[src/rtl/aes_sbox_mask_prng_if.sv]
// Purpose : seed-load handshake and randomness bus between the mask PRNG and its neighbours.
// Latency : n/a (wiring only).
// Backpressure: seed words move on SeedValidxSI & SeedReadyxSO; the randomness bus has no backpressure.
// Ports   : master = host/TRNG + S-box side, slave = the PRNG itself.
interface aes_sbox_mask_prng_if #(
  parameter int Z_WIDTH = 18,
  parameter int B_WIDTH = 8
);
  logic               ReseedxSI;
  logic [31:0]        SeedxDI;
  logic               SeedValidxSI;
  logic               SeedReadyxSO;
  logic               EnablexSI;
  logic [Z_WIDTH-1:0] RandomZ;
  logic [B_WIDTH-1:0] RandomB;
  logic               RndValidxSO;

  modport master (
    output ReseedxSI, SeedxDI, SeedValidxSI, EnablexSI,
    input  SeedReadyxSO, RandomZ, RandomB, RndValidxSO
  );

  modport slave (
    input  ReseedxSI, SeedxDI, SeedValidxSI, EnablexSI,
    output SeedReadyxSO, RandomZ, RandomB, RndValidxSO
  );
endinterface

[src/rtl/aes_sbox_mask_prng.sv]
// Purpose : fresh-mask generator for the masked AES S-box; one 31-bit LFSR lane per random bit.
// Latency : RandomZ/RandomB are the lane MSBs directly (0 cycles from lane state); lanes step on the enabling edge.
// Backpressure: seed input ready only in LOAD; the output bus is consumed the cycle it is presented.
// Ports   : ClkxCI clock, RstxBI async active-low reset, bus = seed handshake, reseed,
//           enable, RandomZ/RandomB randomness, RndValidxSO (high in RUN).
module aes_sbox_mask_prng #(
  parameter int SHARES        = 2,
  parameter int Z_WIDTH       = 18,
  parameter int B_WIDTH       = 8,
  parameter int WARMUP_CYCLES = 64
) (
  input  logic                ClkxCI,
  input  logic                RstxBI,
  aes_sbox_mask_prng_if.slave bus
);

  localparam int L    = Z_WIDTH + B_WIDTH;
  localparam int WC_W = $clog2(L + 1);
  localparam int WU_W = (WARMUP_CYCLES > 0) ? $clog2(WARMUP_CYCLES + 1) : 1;

  localparam logic [WC_W-1:0] LAST_WORD = WC_W'(L - 1);
  localparam logic [WC_W-1:0] WORD_END  = WC_W'(L);
  // Value of the warm-up counter during the final warm-up step.
  localparam logic [WU_W-1:0] WU_LAST   = WU_W'((WARMUP_CYCLES > 0) ? WARMUP_CYCLES - 1 : 0);

  // Elaboration-time sanity checks on the integration parameters.
  if (SHARES < 1) begin : g_bad_shares
    $error("aes_sbox_mask_prng: SHARES must be at least 1");
  end
  if (WARMUP_CYCLES < 0) begin : g_bad_warmup
    $error("aes_sbox_mask_prng: WARMUP_CYCLES must not be negative");
  end
  if ($bits(bus.RandomZ) != Z_WIDTH || $bits(bus.RandomB) != B_WIDTH) begin : g_bad_if
    $error("aes_sbox_mask_prng: interface widths disagree with Z_WIDTH/B_WIDTH");
  end

  typedef enum logic [1:0] {
    ST_LOAD   = 2'd0,
    ST_WARMUP = 2'd1,
    ST_RUN    = 2'd2
  } state_t;

  state_t          state_q, state_d;
  logic [WC_W-1:0] word_cnt_q, word_cnt_d;
  logic [WU_W-1:0] wu_cnt_q, wu_cnt_d;
  logic            step;
  logic            seed_wr;
  logic [30:0]     seed_word;
  logic [L-1:0]    lane_msb;

  // Bit 31 of the seed word carries no entropy we use.
  logic unused_seed_msb;
  assign unused_seed_msb = bus.SeedxDI[31];

  // An all-zero seed would lock the LFSR at zero forever.
  assign seed_word = (bus.SeedxDI[30:0] == 31'h0) ? 31'h1 : bus.SeedxDI[30:0];

  // ---------------------------------------------------------------------
  // Control FSM
  // ---------------------------------------------------------------------
  always_ff @(posedge ClkxCI or negedge RstxBI) begin
    if (!RstxBI) begin
      state_q    <= ST_LOAD;
      word_cnt_q <= '0;
      wu_cnt_q   <= '0;
    end else begin
      state_q    <= state_d;
      word_cnt_q <= word_cnt_d;
      wu_cnt_q   <= wu_cnt_d;
    end
  end

  always_comb begin
    state_d    = state_q;
    word_cnt_d = word_cnt_q;
    wu_cnt_d   = wu_cnt_q;
    seed_wr    = 1'b0;
    step       = 1'b0;

    if (bus.ReseedxSI) begin
      // Reseed overrides everything: no lane write, no step this cycle.
      state_d    = ST_LOAD;
      word_cnt_d = '0;
    end else begin
      case (state_q)
        ST_LOAD: begin
          if (bus.SeedValidxSI) begin
            seed_wr = 1'b1;
            if (word_cnt_q != WORD_END) begin
              word_cnt_d = word_cnt_q + 1'b1;
            end
            if (word_cnt_q == LAST_WORD) begin
              wu_cnt_d = '0;
              state_d  = (WARMUP_CYCLES == 0) ? ST_RUN : ST_WARMUP;
            end
          end
        end
        ST_WARMUP: begin
          step = 1'b1;
          if (wu_cnt_q == WU_LAST) begin
            state_d = ST_RUN;
          end else begin
            wu_cnt_d = wu_cnt_q + 1'b1;
          end
        end
        ST_RUN: begin
          step = bus.EnablexSI;
        end
        default: begin
          state_d = ST_LOAD;
        end
      endcase
    end
  end

  assign bus.SeedReadyxSO = (state_q == ST_LOAD);
  assign bus.RndValidxSO  = (state_q == ST_RUN);

  // ---------------------------------------------------------------------
  // LFSR lanes, x^31 + x^28 + 1, shifting towards the MSB
  // ---------------------------------------------------------------------
  for (genvar k = 0; k < L; k++) begin : g_lane
    localparam logic [WC_W-1:0] IDX = WC_W'(k);
    logic [30:0] lane_q;

    always_ff @(posedge ClkxCI or negedge RstxBI) begin
      if (!RstxBI) begin
        lane_q <= 31'h1;
      end else if (step) begin
        lane_q <= {lane_q[29:0], lane_q[30] ^ lane_q[27]};
      end else if (seed_wr && (word_cnt_q == IDX)) begin
        lane_q <= seed_word;
      end
    end

    assign lane_msb[k] = lane_q[30];
  end

  // Lanes 0..Z_WIDTH-1 feed RandomZ, the rest feed RandomB.
  assign bus.RandomZ = lane_msb[Z_WIDTH-1:0];
  assign bus.RandomB = lane_msb[L-1:Z_WIDTH];

endmodule

[src/flat_wrapper.sv]
// flat-port wrapper written by rule: the top's interface ports become plain ports
module aes_sbox_mask_prng_flat 
#(
  parameter int SHARES        = 2,
  parameter int Z_WIDTH       = 18,
  parameter int B_WIDTH       = 8,
  parameter int WARMUP_CYCLES = 64
)
  (ClkxCI, RstxBI, bus_ReseedxSI, bus_SeedxDI, bus_SeedValidxSI, bus_EnablexSI, bus_SeedReadyxSO, bus_RandomZ, bus_RandomB, bus_RndValidxSO);
  aes_sbox_mask_prng_if #(.Z_WIDTH(Z_WIDTH), .B_WIDTH(B_WIDTH)) bus_i ();
  input  logic ClkxCI;
  input  logic RstxBI;
  input wire logic [$bits(bus_i.ReseedxSI)-1:0] bus_ReseedxSI;
  input wire logic [$bits(bus_i.SeedxDI)-1:0] bus_SeedxDI;
  input wire logic [$bits(bus_i.SeedValidxSI)-1:0] bus_SeedValidxSI;
  input wire logic [$bits(bus_i.EnablexSI)-1:0] bus_EnablexSI;
  output wire logic [$bits(bus_i.SeedReadyxSO)-1:0] bus_SeedReadyxSO;
  output wire logic [$bits(bus_i.RandomZ)-1:0] bus_RandomZ;
  output wire logic [$bits(bus_i.RandomB)-1:0] bus_RandomB;
  output wire logic [$bits(bus_i.RndValidxSO)-1:0] bus_RndValidxSO;
  assign bus_i.ReseedxSI = bus_ReseedxSI;
  assign bus_i.SeedxDI = bus_SeedxDI;
  assign bus_i.SeedValidxSI = bus_SeedValidxSI;
  assign bus_i.EnablexSI = bus_EnablexSI;
  assign bus_SeedReadyxSO = bus_i.SeedReadyxSO;
  assign bus_RandomZ = bus_i.RandomZ;
  assign bus_RandomB = bus_i.RandomB;
  assign bus_RndValidxSO = bus_i.RndValidxSO;
  aes_sbox_mask_prng #(.SHARES(SHARES), .Z_WIDTH(Z_WIDTH), .B_WIDTH(B_WIDTH), .WARMUP_CYCLES(WARMUP_CYCLES)) u_core (.ClkxCI(ClkxCI), .RstxBI(RstxBI), .bus(bus_i));
endmodule
[config.mk]
export PLATFORM = sky130hd
export DESIGN_NAME = aes_sbox_mask_prng_flat
export DESIGN_NICKNAME = d
export VERILOG_FILES = /design/src/rtl/aes_sbox_mask_prng_if.sv /design/src/rtl/aes_sbox_mask_prng.sv /design/src/flat_wrapper.sv
export SDC_FILE = /design/constraint.sdc
export NUM_CORES = 1
export LEC_CHECK = 0
export CORE_ASPECT_RATIO = 1.4
export CORE_MARGIN = 2
export CORE_UTILIZATION = 63
export CTS_CLUSTER_DIAMETER = 80
export CTS_CLUSTER_SIZE = 28
export DETAILED_ROUTE_END_ITERATION = 6
export PLACE_DENSITY = 0.87
export SLEW_MARGIN = 20
export SYNTH_ARGS = -nofsm -noshare
export SYNTH_HDL_FRONTEND = slang
export SYNTH_SLANG_ARGS = --single-unit
[constraint.sdc]
create_clock -name ClkxCI -period 2.36 [get_ports ClkxCI]
set_input_delay 0.472 -clock ClkxCI [delete_from_list [all_inputs] [get_ports ClkxCI]]
set_output_delay 0.472 -clock ClkxCI [all_outputs]
set_load 0.005 [all_outputs]
# After elaboration in Yosys (flattened, before gate mapping)
# Index checks and enable logic that the tools add are counted.
# totals
register_bits	820
in_bits	37
output_inout_bits	28
wordCells	227
# op_classes
addsub	2
eq_ne	36
muxes	71
bitwise	27
n_reduce_logical	62
# op_table
op	n
two-way mux 31 bit	53
nonzero test 2 bit	30
equality test 5 bit, second input constant	10
equality test 5 x 4 -> 1 bit, second input constant	8
logical NOT 31 bit	1
logical AND 1 bit	26
XOR 1 bit	26
two-way mux 7 bit	3
equality test 5 x 3 -> 1 bit, second input constant	4
two-way mux 5 bit	4
case mux 7 bit (2 select lines)	1
equality test 5 x 2 -> 1 bit, second input constant	2
two-way mux 2 bit	4
adder 7 x 1 -> 7 bit, second input constant	1
equality test 7 x 6 -> 1 bit, second input constant	1
!= test 2 bit, second input constant	3
!= test 3 x 2 -> 1 bit, second input constant	2
case mux 2 bit (3 select lines)	1
adder 5 x 1 -> 5 bit, second input constant	1
equality test 5 x 1 -> 1 bit, second input constant	1
logical NOT 5 bit	1
!= test 5 bit, second input constant	1
AND reduction 5 bit	1
two-way mux 1 bit	4
other kinds (9)	9

# Longest topological paths before layout
# logic_depth
word_depth	6
depth_mapped	10
ltp_nobuf	6

# Least setup slack after synthesis
# OpenSTA, ideal clock, no wires.
# synth_path
path_type	register -> register
start	register u_core.state_q[0]
end	register u_core.g_lane[14].lane_q[10]
setup_ps	132
arrival_ps	1845
required_time_ps	2228
slack_ps	383
path_stages_with_launch	11
n_path_buf	4
synth_period_minus_slack_ps	1977
path_cell_list	dfrtp_1 inv_1 ha_1 and2b_1 and2_2 buf_4 buf_4 buf_4 clkbuf_1 nand2_1 o21ai_1
# synth_between
elab_chain_len	5
elab_cells_between_ends	10
cone_classes	2 x eq/ne; 5 x mux; 3 x reduce/logical
# synth_rtl
element	line_no	text
start, declared	aes_sbox_mask_prng.sv:43	state_t state_q, state_d;
start signal, assigned	aes_sbox_mask_prng.sv:67	state_q <= state_d;
branches (longest 5 deep; another with two-way mux 31 bit)	n/a	
end signal, assigned	aes_sbox_mask_prng.sv:130	lane_q <= {lane_q[29:0], lane_q[30] ^ lane_q[27]};
end signal, assigned	aes_sbox_mask_prng.sv:132	lane_q <= seed_word;
end, declared	aes_sbox_mask_prng.sv:124	logic [30:0] lane_q;
# Parallel ways; which one is timed is not known.
# A chain may end at the register's enable or synchronous reset.

# Worst setup path after layout
# layout_path
start	register u_core.state_q[1]
end	register u_core.g_lane[2].lane_q[0]
# layout_between
elab_chain_len	5
elab_cells_between_ends	10
cone_classes	2 x eq/ne; 5 x mux; 3 x reduce/logical
# layout_rtl
element	line_no
branches (longest 5 deep; another with two-way mux 31 bit)	n/a
end signal, assigned	aes_sbox_mask_prng.sv:130
end signal, assigned	aes_sbox_mask_prng.sv:132
end, declared	aes_sbox_mask_prng.sv:124
# Parallel ways; which one is timed is not known.

==> results.cfg <==
[final_layout]
nFillCells = 4247
final_cell_mix = nand2_1 (845), dfrtp_1 (794), mux2i_1 (722), o21ai_0 (572), o21ai_1 (151)
layout_commonest_cell = nand2_1
fin_nets = 3814
antennaDiodeCount = 0
final_layout_size_suffix_gt1_share_pct = 8.652
final_cells = 4608
synthToLayoutAreaGrowth_pct = 8.599

[worst_setup_path]
critical_path_peak_fanout = 4
cp_top_family = compound AO/OA/AOI/OAI gates
cp-start-kind = register
slowest_delay_ns = 0.44
rr_endpoint = u_core.g_lane[2].lane_q[0]$_DFFE_PN1P_
r2r_cells = 9
cp-end-kind = register
arrival_ns = 2.85
reg2reg_slack_ns = 0.02
cp_slowest_cell = dfrtp_1
worst-path-buf-inv = 4
path_cells = inv_2 -> buf_4 -> ha_1 -> and2b_2 -> buf_12 -> a21o_1 -> buf_4 -> a211oi_1 -> a211oi_1
crit_required_ns = 2.86
critPathKind = register to register
reg2reg_from = u_core.state_q[1]$_DFFE_PN0P_

[global_routing]
grt_max_degree = 94
antenna_found_initial = 2
grt_pass1_wl_um = 156200
grt_overflow = 0
grt_pass1_vias = 28500
grt_usage_pct = 30.81

[sta]
hold_viol_final = 0
worstMarginPinSlew_ns = 0.8751
slew_headroom_pct = 41.18
fin_skew_ns = 0.02749
fmax_ghz = 0.4266
setup_viol = 0
finalCriticalPeriod_ns = 2.344
fin_crit_sh_pct = 99.33
setup_slack_ns = 0.01570
maxSlewViolCount = 0

[logic_synthesis]
ys_types = 52
synth_area_leaders = dfrtp_1 (51%), mux2i_1 (19%), nand2_1 (8.1%)
ys_ff_latch = 820
ys_seq_area_share_pct = 52.71
ys.flop_type = dfrtp_1
syn_area_um2 = 38990
synth_top_area_share_pct = 50.95
yosysWarnings = 0
synth.area.mux_share_pct = 18.57
yosys.area_share.simple_pct = 10.45
syn_inst = 3856
yosysTopAreaCell = dfrtp_1
synth_top_family_by_area = multiplexers
synth_xor_area_share_pct = 0.6514
async_flop_share_pct = 100.0
synth_compound_area_share_pct = 11.36
synthAdderAreaFrac_pct = 0.3209
synth_edf_count = 0
avgSynthCellArea_um2 = 10.11
synth_nets = 3903

[outcome]
status = complete, no violations

[power]
power_switching_uw = 10330
p_leak_uw = 0.01944
seqPwrFrac_pct = 56.2
power_density_nw_per_um2 = 788.8
combPwrFrac_pct = 21.6
pwr-share-clk_pct = 22.2
intPower_uw = 23070
finalPower_uw = 33400
switching_share_pct = 30.92
vdd_ir_drop_max_uv = 704.2

[die]
core_um2 = 61050
die_area_um2 = 63930
fp-row-count = 107
die_width_um = 214.3
ios = 65
start_util_pct = 63.87
die_h_um = 298.4

[drt]
remaining_drc_errors = 0
wl_per_cell_um = 21.39
ant_nets = 0
via_per_inst = 6.217
firstDrtPassIters = 6
initialDrtViolationCount = 2761
wl_um = 98570
vias = 28650

[placement]
routabilityCongestion = 0.8544
detailedPlace.worstSlack_ns = -0.5722
placedCellCount = 4540
io_buffers = 63
place_hpwl_um = 60170

[worst_hold_path]
hp-class = primary input to async pin

[cts]
cts_max_path_buffers = 3
cts_sinks = 820
clkLatencyLatePin_ns = 0.61
cts_buffers = 35
clkTransAtPathRegs_ns = 0.11
htreeDepth = 2
cts_tree = built
cts_root_buf = clkbuf_16

[flow_run]
maxCapViolCount = 0
-- cells by family after synthesis --
group | count (synthesis)
AO/OA/AOI/OAI | 836
XOR/XNOR | 29
adder cells (fa/ha/maj) | 10
buffers and inverters | 418
flip-flops | 820
multiplexers | 723
AND/OR/NAND/NOR | 1020
-- worst reg2reg max path, stage by stage (launching register included) --
cell,delay [ns]
dfrtp_1,0.44
inv_2,0.08
buf_4,0.14
ha_1,0.28
and2b_2,0.25
buf_12,0.14
a21o_1,0.23
buf_4,0.18
a211oi_1,0.43
a211oi_1,0.10
-- stage by stage --
step	util, %	setup TNS (ns)	instance area, um^2	hold WS (ns)
finish	69.37	0	42350	0.3791
floorplan	-	0	38990	0.1764
global placement	67.50	-43.45	41210	0.4190
CTS	69.28	0	42300	0.3989
detailed placement	67.53	-63.06	41230	0.4178
global route	69.37	-0.01300	42350	0.4108
-- flip-flops by register name, summed over array words and instances (netlist names) --
signal                count
u_core.g_lane.lane_q    806
u_core.wu_cnt_q           7
u_core.word_cnt_q         5
u_core.state_q            2
-- layout make-up --
type / instances / area (um^2) / share of cell area [%]
Tap cell: 817 / 1022 / 2.414
Inverter: 10 / 37.54 / 0.08864
Multi-Input combinational cell: 2618 / 16260 / 38.39
Clock inverter: 4 / 55.05 / 0.1300
Clock buffer: 57 / 968.4 / 2.287
Timing Repair Buffer: 282 / 3455 / 8.158
Sequential cell: 820 / 20550 / 48.53
-- synth_stat cells (3+ instances only) --
cell type,count
and4_1,6
xnor2_1,17
clkbuf_1,155
nor4_1,7
buf_4,94
a2bb2oi_1,3
buf_1,12
buf_12,3
a21boi_0,4
a211oi_1,20
o21ai_1,151
buf_6,26
mux2i_1,722
buf_2,118
and3_1,18
nor2b_1,3
ha_1,10
nor3b_1,4
nand2_1,846
dfstp_2,26
o21ai_0,572
nor3_1,24
nand3_1,17
xor2_1,12
a21oi_1,4
a31oi_1,62
a221oi_1,8
and4b_1,3
nand4_1,3
nor2_1,79
inv_1,10
dfrtp_1,794
-- per-layer routing --
| metal | GRT usage [%] | wire length (um) | vias up |
|---|---|---|---|
| li1 | - | - | 12900 |
| met1 | 39.47 | 38300 | 14320 |
| met2 | 50.98 | 47500 | 1091 |
| met3 | 4.377 | 6606 | 335 |
| met4 | 16.96 | 6150 | 2 |
| met5 | 0 | 16 | - |
-- power groups by stage --
stage	combinational (uW)	clock [uW]	sequential, uW
final	7200	7420	18800
after global routing	7980	7960	19000
after CTS	7150	7510	18700
after detailed placement	7070	0	18900
after global placement	6660	0	18800
after floorplan	4770	0	18400
-- worst max path at each step --
| stage | from | to | slack (ns) | depth (start not counted) |
|---|---|---|---|---|
| after floorplan | u_core.state_q[0]$_DFFE_PN0P_ | u_core.g_lane[14].lane_q[10]$_DFFE_PN0P_ | 0.38 | 10 |
| after global placement | bus_SeedxDI[10] | u_core.g_lane[15].lane_q[0]$_DFFE_PN1P_ | -0.90 | 7 |
| after detailed placement | bus_SeedxDI[10] | u_core.g_lane[7].lane_q[0]$_DFFE_PN1P_ | -0.57 | 7 |
| after CTS | u_core.state_q[0]$_DFFE_PN0P_ | bus_RndValidxSO | 0.03 | 3 |
| after global routing | u_core.state_q[1]$_DFFE_PN0P_ | u_core.g_lane[7].lane_q[0]$_DFFE_PN1P_ | -0.008 | 9 |
| final | u_core.state_q[1]$_DFFE_PN0P_ | u_core.g_lane[2].lane_q[0]$_DFFE_PN1P_ | 0.02 | 9 |
-- timing repair --
action,in CTS,in global routing
pin swaps,0,1
endpoints found under the setup margin,2,19
hold buffers,1,0
resized for setup,6,2
buffers inserted,3,2
hold endpoints to repair,26,0
gates cloned,0,1
(Power assumes the default switching activity.)
